--- src/rtl/accel_spi_reader.sv ---
// rtl/accel_spi_reader.sv - periodic SPI mode-0 reader of one 16-bit accelerometer axis
// Build option: define ACC_OFFSET_BINARY_EN to present samples as offset binary.
module accel_spi_reader #(
  parameter int         CLK_DIV       = 4,
  parameter int         SAMPLE_PERIOD = 400,
  parameter logic [7:0] REG_ADDR      = 8'h0E
) (
  input  logic        clk,
  input  logic        reset,
  input  logic        run,
  input  logic        spi_miso,
  output logic        spi_sclk,
  output logic        spi_cs_n,
  output logic        spi_mosi,
  output logic [15:0] acc_out,
  output logic        sample_en,
  output logic        busy
);

  localparam int DW = $clog2(CLK_DIV);
  localparam int PW = $clog2(SAMPLE_PERIOD);
  localparam logic [DW-1:0] DIV_LAST = DW'(CLK_DIV - 1);
  localparam logic [PW-1:0] PER_LAST = PW'(SAMPLE_PERIOD - 1);
  localparam logic [7:0]    CMD_READ = 8'h0B;
  localparam logic [31:0]   TX_FRAME = {CMD_READ, REG_ADDR, 16'h0000};

  localparam logic [2:0] ST_IDLE  = 3'd0;
  localparam logic [2:0] ST_SETUP = 3'd1;
  localparam logic [2:0] ST_SHIFT = 3'd2;
  localparam logic [2:0] ST_HOLD  = 3'd3;
  localparam logic [2:0] ST_DONE  = 3'd4;

  logic [2:0]    state;
  logic [PW-1:0] per_cnt;
  logic [DW-1:0] div_cnt;
  logic [6:0]    half_cnt;
  logic [31:0]   tx_sr;
  logic [15:0]   rx_sr;

  logic          in_frame;
  logic          half_tick;
  logic [6:0]    half_next;
  logic          sclk_rise;
  logic          sclk_fall;
  logic          frame_start;
  logic [15:0]   raw;
  logic [15:0]   sample_conv;

  // Half-period events are numbered 1..66 from CS fall: odd 1..63 raise SCLK,
  // even 2..64 lower it, 65 is dead time in HOLD and 66 releases CS.
  always_comb begin
    in_frame    = (state == ST_SETUP) || (state == ST_SHIFT) || (state == ST_HOLD);
    half_tick   = in_frame && (div_cnt == DIV_LAST);
    half_next   = half_cnt + 7'd1;
    sclk_rise   = half_tick && half_next[0] && (half_next <= 7'd63);
    sclk_fall   = half_tick && !half_next[0] && (half_next <= 7'd64);
    frame_start = (state == ST_IDLE) && run && (per_cnt == '0);
    // Only the last two received bytes survive in rx_sr: low byte then high byte.
    raw         = {rx_sr[7:0], rx_sr[15:8]};
  end

`ifdef ACC_OFFSET_BINARY_EN
  assign sample_conv = raw ^ 16'h8000;
`else
  assign sample_conv = raw;
`endif

  always_ff @(posedge clk or negedge reset) begin
    if (!reset) begin
      per_cnt <= '0;
    end else if (!run) begin
      per_cnt <= '0;
    end else if (per_cnt == PER_LAST) begin
      per_cnt <= '0;
    end else begin
      per_cnt <= per_cnt + 1'b1;
    end
  end

  always_ff @(posedge clk or negedge reset) begin
    if (!reset) begin
      state     <= ST_IDLE;
      div_cnt   <= '0;
      half_cnt  <= '0;
      tx_sr     <= '0;
      rx_sr     <= '0;
      spi_sclk  <= 1'b0;
      spi_cs_n  <= 1'b1;
      spi_mosi  <= 1'b0;
      acc_out   <= '0;
      sample_en <= 1'b0;
      busy      <= 1'b0;
    end else begin
      sample_en <= 1'b0;
      if (state == ST_IDLE) begin
        if (frame_start) begin
          state    <= ST_SETUP;
          div_cnt  <= '0;
          half_cnt <= '0;
          tx_sr    <= TX_FRAME;
          spi_mosi <= TX_FRAME[31];
          spi_cs_n <= 1'b0;
          busy     <= 1'b1;
        end
      end else if (in_frame) begin
        if (half_tick) begin
          div_cnt  <= '0;
          half_cnt <= half_next;
        end else begin
          div_cnt <= div_cnt + 1'b1;
        end
        if (sclk_rise) begin
          spi_sclk <= 1'b1;
          rx_sr    <= {rx_sr[14:0], spi_miso};
        end
        // Zeros shift in behind the frame, so MOSI returns low after the last fall.
        if (sclk_fall) begin
          spi_sclk <= 1'b0;
          spi_mosi <= tx_sr[30];
          tx_sr    <= {tx_sr[30:0], 1'b0};
        end
        if (half_tick && (half_next == 7'd1)) begin
          state <= ST_SHIFT;
        end
        if (half_tick && (half_next == 7'd64)) begin
          state <= ST_HOLD;
        end
        if (half_tick && (half_next == 7'd66)) begin
          state    <= ST_DONE;
          spi_cs_n <= 1'b1;
        end
      end else if (state == ST_DONE) begin
        acc_out   <= sample_conv;
        sample_en <= 1'b1;
        busy      <= 1'b0;
        state     <= ST_IDLE;
      end else begin
        state <= ST_IDLE;
      end
    end
  end

endmodule
--- config.mk ---
export PLATFORM = sky130hd
export DESIGN_NAME = accel_spi_reader
export DESIGN_NICKNAME = d
export VERILOG_FILES = /design/src/rtl/accel_spi_reader.sv
export SDC_FILE = /design/constraint.sdc
export NUM_CORES = 1
export LEC_CHECK = 0
export ABC_AREA = 1
export ABC_CLOCK_PERIOD_IN_PS = 2270
export BUFFER_PORTS_ARGS = -buffer_cell sky130_fd_sc_hd__buf_2
export CORE_MARGIN = 2
export CORE_UTILIZATION = 48
export CTS_CLUSTER_SIZE = 10
export DETAILED_ROUTE_END_ITERATION = 12
export PLACE_DENSITY = 0.66
export SKIP_LAST_GASP = 1
export SLEW_MARGIN = 20
export SYNTH_ARGS = -nofsm -noshare
export SYNTH_HDL_FRONTEND = slang
export SYNTH_SLANG_ARGS = --single-unit
--- constraint.sdc ---
create_clock -name clk -period 2.27 [get_ports clk]
set_input_delay 0.681 -clock clk [delete_from_list [all_inputs] [get_ports clk]]
set_output_delay 0.681 -clock clk [all_outputs]
set_load 0.02 [all_outputs]
* Word-level counts from Yosys, hierarchy flattened
Index checks and enable logic that the tools add are counted.
** Operators by class
- Add/subtract/negate cells :: 3
- $lt $le $gt $ge :: 2
- Eq/ne operators :: 12
- Mux-type cells :: 36
- Bitwise logic cells :: 2
- Reductions and logical operators :: 30
** Operators with widths (number)
- 31-bit two-way mux :: 4
- 7-bit two-way mux :: 4
- 3-bit AND reduction :: 7
- 3-bit two-way mux :: 6
- 9-bit two-way mux :: 2
- 1-bit two-way mux :: 16
- 7-bit == test, second input constant :: 2
- 2-bit nonzero test :: 6
- 1-bit logical AND :: 10
- 9-bit by 1-bit adder with 9-bit output, second input constant :: 1
- 9-bit == test, second input constant :: 1
- 9-bit logical NOT :: 1
- 2-bit two-way mux :: 4
- 7-bit by 1-bit adder with 7-bit output, second input constant :: 1
- 7-bit by 1-bit == test with 1-bit output, second input constant :: 1
- 7-bit by 6-bit less-or-equal comparator with 1-bit output, second input constant :: 1
- 7-bit less-or-equal comparator, second input constant :: 1
- 3-bit by 2-bit == test with 1-bit output, second input constant :: 2
- 5-bit by 1-bit != test with 1-bit output, second input constant :: 1
- 2-bit AND reduction :: 2
- 3-bit by 1-bit == test with 1-bit output, second input constant :: 1
- 3-bit == test, second input constant :: 1
- 3-bit logical NOT :: 1
- 2-bit by 1-bit adder with 2-bit output, second input constant :: 1
- other kinds (6) :: 8
** Word-level totals
- Flip-flop bits (word level) :: 89
- Output and inout bits :: 21

* Logic depth before layout (Yosys ltp)
- Word-level depth :: 10
- Depth in mapped cells :: 15
- Mapped depth without buffers :: 13

* Least setup slack after synthesis
Ideal clock, no wire load.
- Kind :: register to register
- Start :: register half_cnt[0]
- End :: register tx_sr[27]
- Arrival time :: 1.735 ns
- Slack :: 0.414 ns
- Cell stages (with the launch flop) :: 15
- Cells stage by stage :: dfrtp_1 -> ha_1 -> nand2_2 -> nor2_4 -> nand3_1 -> nand2_1 -> clkinv_1 -> o21ai_2 -> nand2_1 -> nand2_1 -> nand2_2 -> buf_6 -> buf_12 -> nand2_1 -> o21ai_1
** On the way
- Longest elaborated chain between the ends :: 6
- Elaborated cells on any way between the ends :: 7
- Classes of those cells :: 1 x add/sub; 1 x order compare; 5 x reduce/logical
** Ends and longest elaborated chain
- from (decl) :: line 36 : logic [6:0] half_cnt;
- from (signal assigned) :: line 108 : half_cnt <= half_next;
- 7-bit by 1-bit adder with 7-bit output * :: line 54 : half_next = half_cnt + 7'd1;
- parallel branches: the longest is 2 deep, another holds 7-bit less-or-equal comparator
- 1-bit logical AND * :: line 56 : sclk_fall = half_tick && !half_next[0] && (half_next <= 7'd64);
- 2-bit nonzero test (no source line) *
- 3-bit AND reduction (no source line) *
- to (signal assigned) :: line 120 : tx_sr <= {tx_sr[30:0], 1'b0};
- to (decl) :: line 37 : logic [31:0] tx_sr;
Mark *: on every way between the ends.
A chain may end at the register's enable or synchronous reset.

* Final worst setup path
- Start :: register half_cnt[0]
- End :: register spi_sclk
** On the way
- Longest elaborated chain between the ends :: 6
- Elaborated cells on any way between the ends :: 11
- Classes of those cells :: 1 x add/sub; 2 x order compare; 1 x mux; 7 x reduce/logical
** Ends and longest elaborated chain
- 7-bit by 1-bit adder with 7-bit output * :: line 54
- parallel branches: the longest is 5 deep, another holds 7-bit by 6-bit less-or-equal comparator with 1-bit output
- to (signal assigned) :: line 87 : spi_sclk <= 1'b0;
- to (signal assigned) :: line 113 : spi_sclk <= 1'b1;
- to (signal assigned) :: line 118 : spi_sclk <= 1'b0;
- to (decl) :: line 12 : output logic spi_sclk,
Marks and branches as above.

==> impl_metrics.ini <==
[floorplan]
fp.dieArea_sq_um = 7578
core_sq_um = 6719
dieHeight_microns = 87.05
horizontal_die_dimension_microns = 87.05
fp-row-count = 30
floorplan.initialDensity_pct = 49.27
boundaryPins = 25

[sta]
worst_slew_margin_rel_pct = 59.78
maxSlewViolCount = 0
fin_tns_setup_ns = 0
setup_repair_after_global_routing_missed_its_margin = false
max_slew.worst_pin.slew_ns = 0.6032
maxClockFrequency_mhz = 503.1
hold_viol = 0
setup_viol_count_final = 0
skew_ns = 0.009481
final.period_utilization_pct = 87.56
post-route-min-period_ns = 1.988

[clocking]
clock_tree.buffer_depth = 2
worstSkewPairLatency_ns = 0.34
cts_htree_levels = 3
clkSlewWorstSetupHoldPaths_ns = 0.07
cts-buffers-inserted = 9
postCtsSetupRepairBufs = 0
clock-root-buffer = sky130_fd_sc_hd__clkbuf_8
holdBufCountCts = 0
tritoncts = yes
numClockSinks = 72
cts-resized-gates = 0

[synth]
synth_top_family_by_area = simple AND/OR/NAND/NOR gates
synthesis.nets = 386
yosys.area_share.xor_xnor_pct = 1.285
async_flop_share_pct = 100.0
synth-seq-cells = 72
synthDistinctLibCells = 35
synth_area_per_cell_sq_um = 8.852
ys_top_cells_by_area = sky130_fd_sc_hd__dfrtp_1, sky130_fd_sc_hd__nand2_1, sky130_fd_sc_hd__o21ai_0, sky130_fd_sc_hd__inv_1, sky130_fd_sc_hd__nand3_1
synth.area.mux_share_pct = 0
synth_flop_cell = sky130_fd_sc_hd__dfrtp_1
proportion_of_synthesized_chip_area_in_sequential_cells_pct = 54.46
synth_compound_area_share_pct = 10.32
synth.yosys.warnings = 0
post-synth-top-area-fraction_pct = 53.67
syn_inst = 374
syn_area_sq_um = 3311
synthSimpleGateAreaFrac_pct = 22.79
edff_count_synth = 0
netlist_top_cells_count = sky130_fd_sc_hd__nand2_1, sky130_fd_sc_hd__dfrtp_1, sky130_fd_sc_hd__inv_1
post-synth-top-area-cell = sky130_fd_sc_hd__dfrtp_1
post_synth_fa_ha_maj_area_fraction_pct = 3.023
synth.most_common_cell = sky130_fd_sc_hd__nand2_1

[setup_path]
cp-start-kind = flip-flop
cpPeakStageDelay_ns = 0.43
arrival_ns = 2.22
critPathMostFrequentCell = sky130_fd_sc_hd__inv_1
cp_slowest_cell = sky130_fd_sc_hd__dfrtp_1
cp_cell_sequence = buf_4 -> inv_1 -> ha_1 -> nor3b_1 -> nand4_1 -> nand2_1 -> buf_4 -> inv_1 -> o21ai_0 -> inv_1
cpLargestDelayFamily = buffers and inverters
worstSetupPathType = reg2reg
crit_required_ns = 2.50
timing.critical_path.fanout_max = 11
cp.buffers_inverters = 5
crit_path_end_kind = flip-flop

[grt]
global_route.overflow_total = 0
grt_use_total_pct = 17.17
antenna_found_initial = 0
maximum_number_of_pins_on_one_net_before_global_route_repair = 32
vias_in_the_first_global_route = 2309
grt_first_pass_wirelength_microns = 10230

[run]
maxCapViolations = 0

[worst_hold_path]
hold_path_class = in2async

[layout]
layout-drive-gt1-share_pct = 17.03
fin_area_sq_um = 3781
syn_to_final_growth_pct = 14.21
ff_latch_area_sq_um = 1803
insertedDiodeCount = 0
number_of_nets_in_the_layout = 418
fillerInstances = 603
multi_input_comb_area_sq_um = 1239

[drt]
detail-route-antenna-nets = 0
wire_per_inst_microns = 11.98
detailedRoute.firstIterationViolations = 117
postRouteWirelength_microns = 5882
drcViolationCount = 0
detailroute.via_count = 2448
route.detailed.vias_per_inst = 4.986
drt-pass1-iter-count = 4

[power_and_ir_drop]
power.static_leakage_nw = 1.912
power_switching_share_pct = 34.14
max-vdd-ir-drop_uv = 544.2
p_clk_share_pct = 29.8
power-per-cell-area_nw_per_um2 = 1009
power_frac_seq_pct = 42.3
comb_power_share_pct = 27.9
p_total_mw = 3.816
p_switching_mw = 1.303
cell_internal_pwr_mw = 2.513

[place]
port_buffers = 24
dpl_cell_area_sq_um = 3553
detailed_place_hpwl_microns = 4043
place_congestion = 0.8495

[status]
status = finished, final reports clean
registers in the layout, summed over array words and instances, names as in the netlist:
register and cells:
acc_out 16, busy 1, div_cnt 2, half_cnt 7
per_cnt 9, rx_sr 16, sample_en 1, spi_cs_n 1
spi_mosi 1, spi_sclk 1, state 3, tx_sr 14
cell families (layout without fill, tap and decap cells):
kind of cell,count (synthesis),count (layout)
buffers and inverters,62,99
AO/OA/AOI/OAI,61,61
AND/OR/NAND/NOR,167,167
adder cells (fa/ha/maj),8,8
XOR/XNOR,4,4
flip-flops,72,72
power by group through the flow:
stage          clock [mW]  sequential, mW  combinational (mW)
6_report             1.14            1.62                1.06
5_1_grt              1.23            1.64                1.23
4_1_cts              1.18            1.61                1.09
3_5_place_dp            0            1.64                1.09
3_3_place_gp            0            1.64                1.07
2_1_floorplan           0            1.63               0.862
metrics by stage:
step	std cells	worst slack, ns	hold WS, ns	utilization [%]
6_report	491	0.2824	0.3450	56.28
5_1_grt	491	0.06811	0.3722	56.28
4_1_cts	491	0.2837	0.3436	56.28
3_5_place_dp	475	0.2056	0.4568	52.89
3_3_place_gp	475	0.2464	0.4533	52.89
2_1_floorplan	374	0.4137	0.3854	-
layer usage:
metal,GRT usage [%],part of all wire [%]
met2,27.55,46
met3,4.076,3.5
met4,6.392,1.8
met5,0,0
met1,22.65,49
path summary, 6_finish.rpt:
kind,startpoint,to,slack [ns],cells after the start
setup / recovery,half_cnt[0],spi_sclk,0.28,10
hold / removal,reset,half_cnt[4],0.35,1
setup reg to reg,half_cnt[0],spi_sclk,0.28,10
hold reg to reg,per_cnt[0],per_cnt[0],0.46,1
max in group asynchronous,reset,spi_cs_n,1.30,2
min in group clk,per_cnt[0],per_cnt[0],0.46,1
layout make-up:
class / count / share of cell area [%]
timing repair buffer: 32 / 5.758
tap: 80 / 2.647
sequential: 72 / 47.68
clock inverter: 6 / 2.383
inverter: 51 / 5.129
multi-input combinational: 240 / 32.76
clock buffer: 10 / 3.640
placed cells by master, fill, tap and decap left out, types with 3 or more instances in the layout:
master                       n
sky130_fd_sc_hd__clkbuf_8   10
sky130_fd_sc_hd__nand4_1     4
sky130_fd_sc_hd__dfrtp_1    71
sky130_fd_sc_hd__ha_1        8
sky130_fd_sc_hd__nand2_2     3
sky130_fd_sc_hd__inv_1      47
sky130_fd_sc_hd__buf_12      3
sky130_fd_sc_hd__nor2_1     25
sky130_fd_sc_hd__o21ai_1     4
sky130_fd_sc_hd__o21ai_2     7
sky130_fd_sc_hd__buf_4       5
sky130_fd_sc_hd__nand2_1   100
sky130_fd_sc_hd__buf_2      24
sky130_fd_sc_hd__nand3_1    23
sky130_fd_sc_hd__o21ai_0    44
sky130_fd_sc_hd__nor3b_1     3
Note: power is estimated with default switching activity, not from simulation.
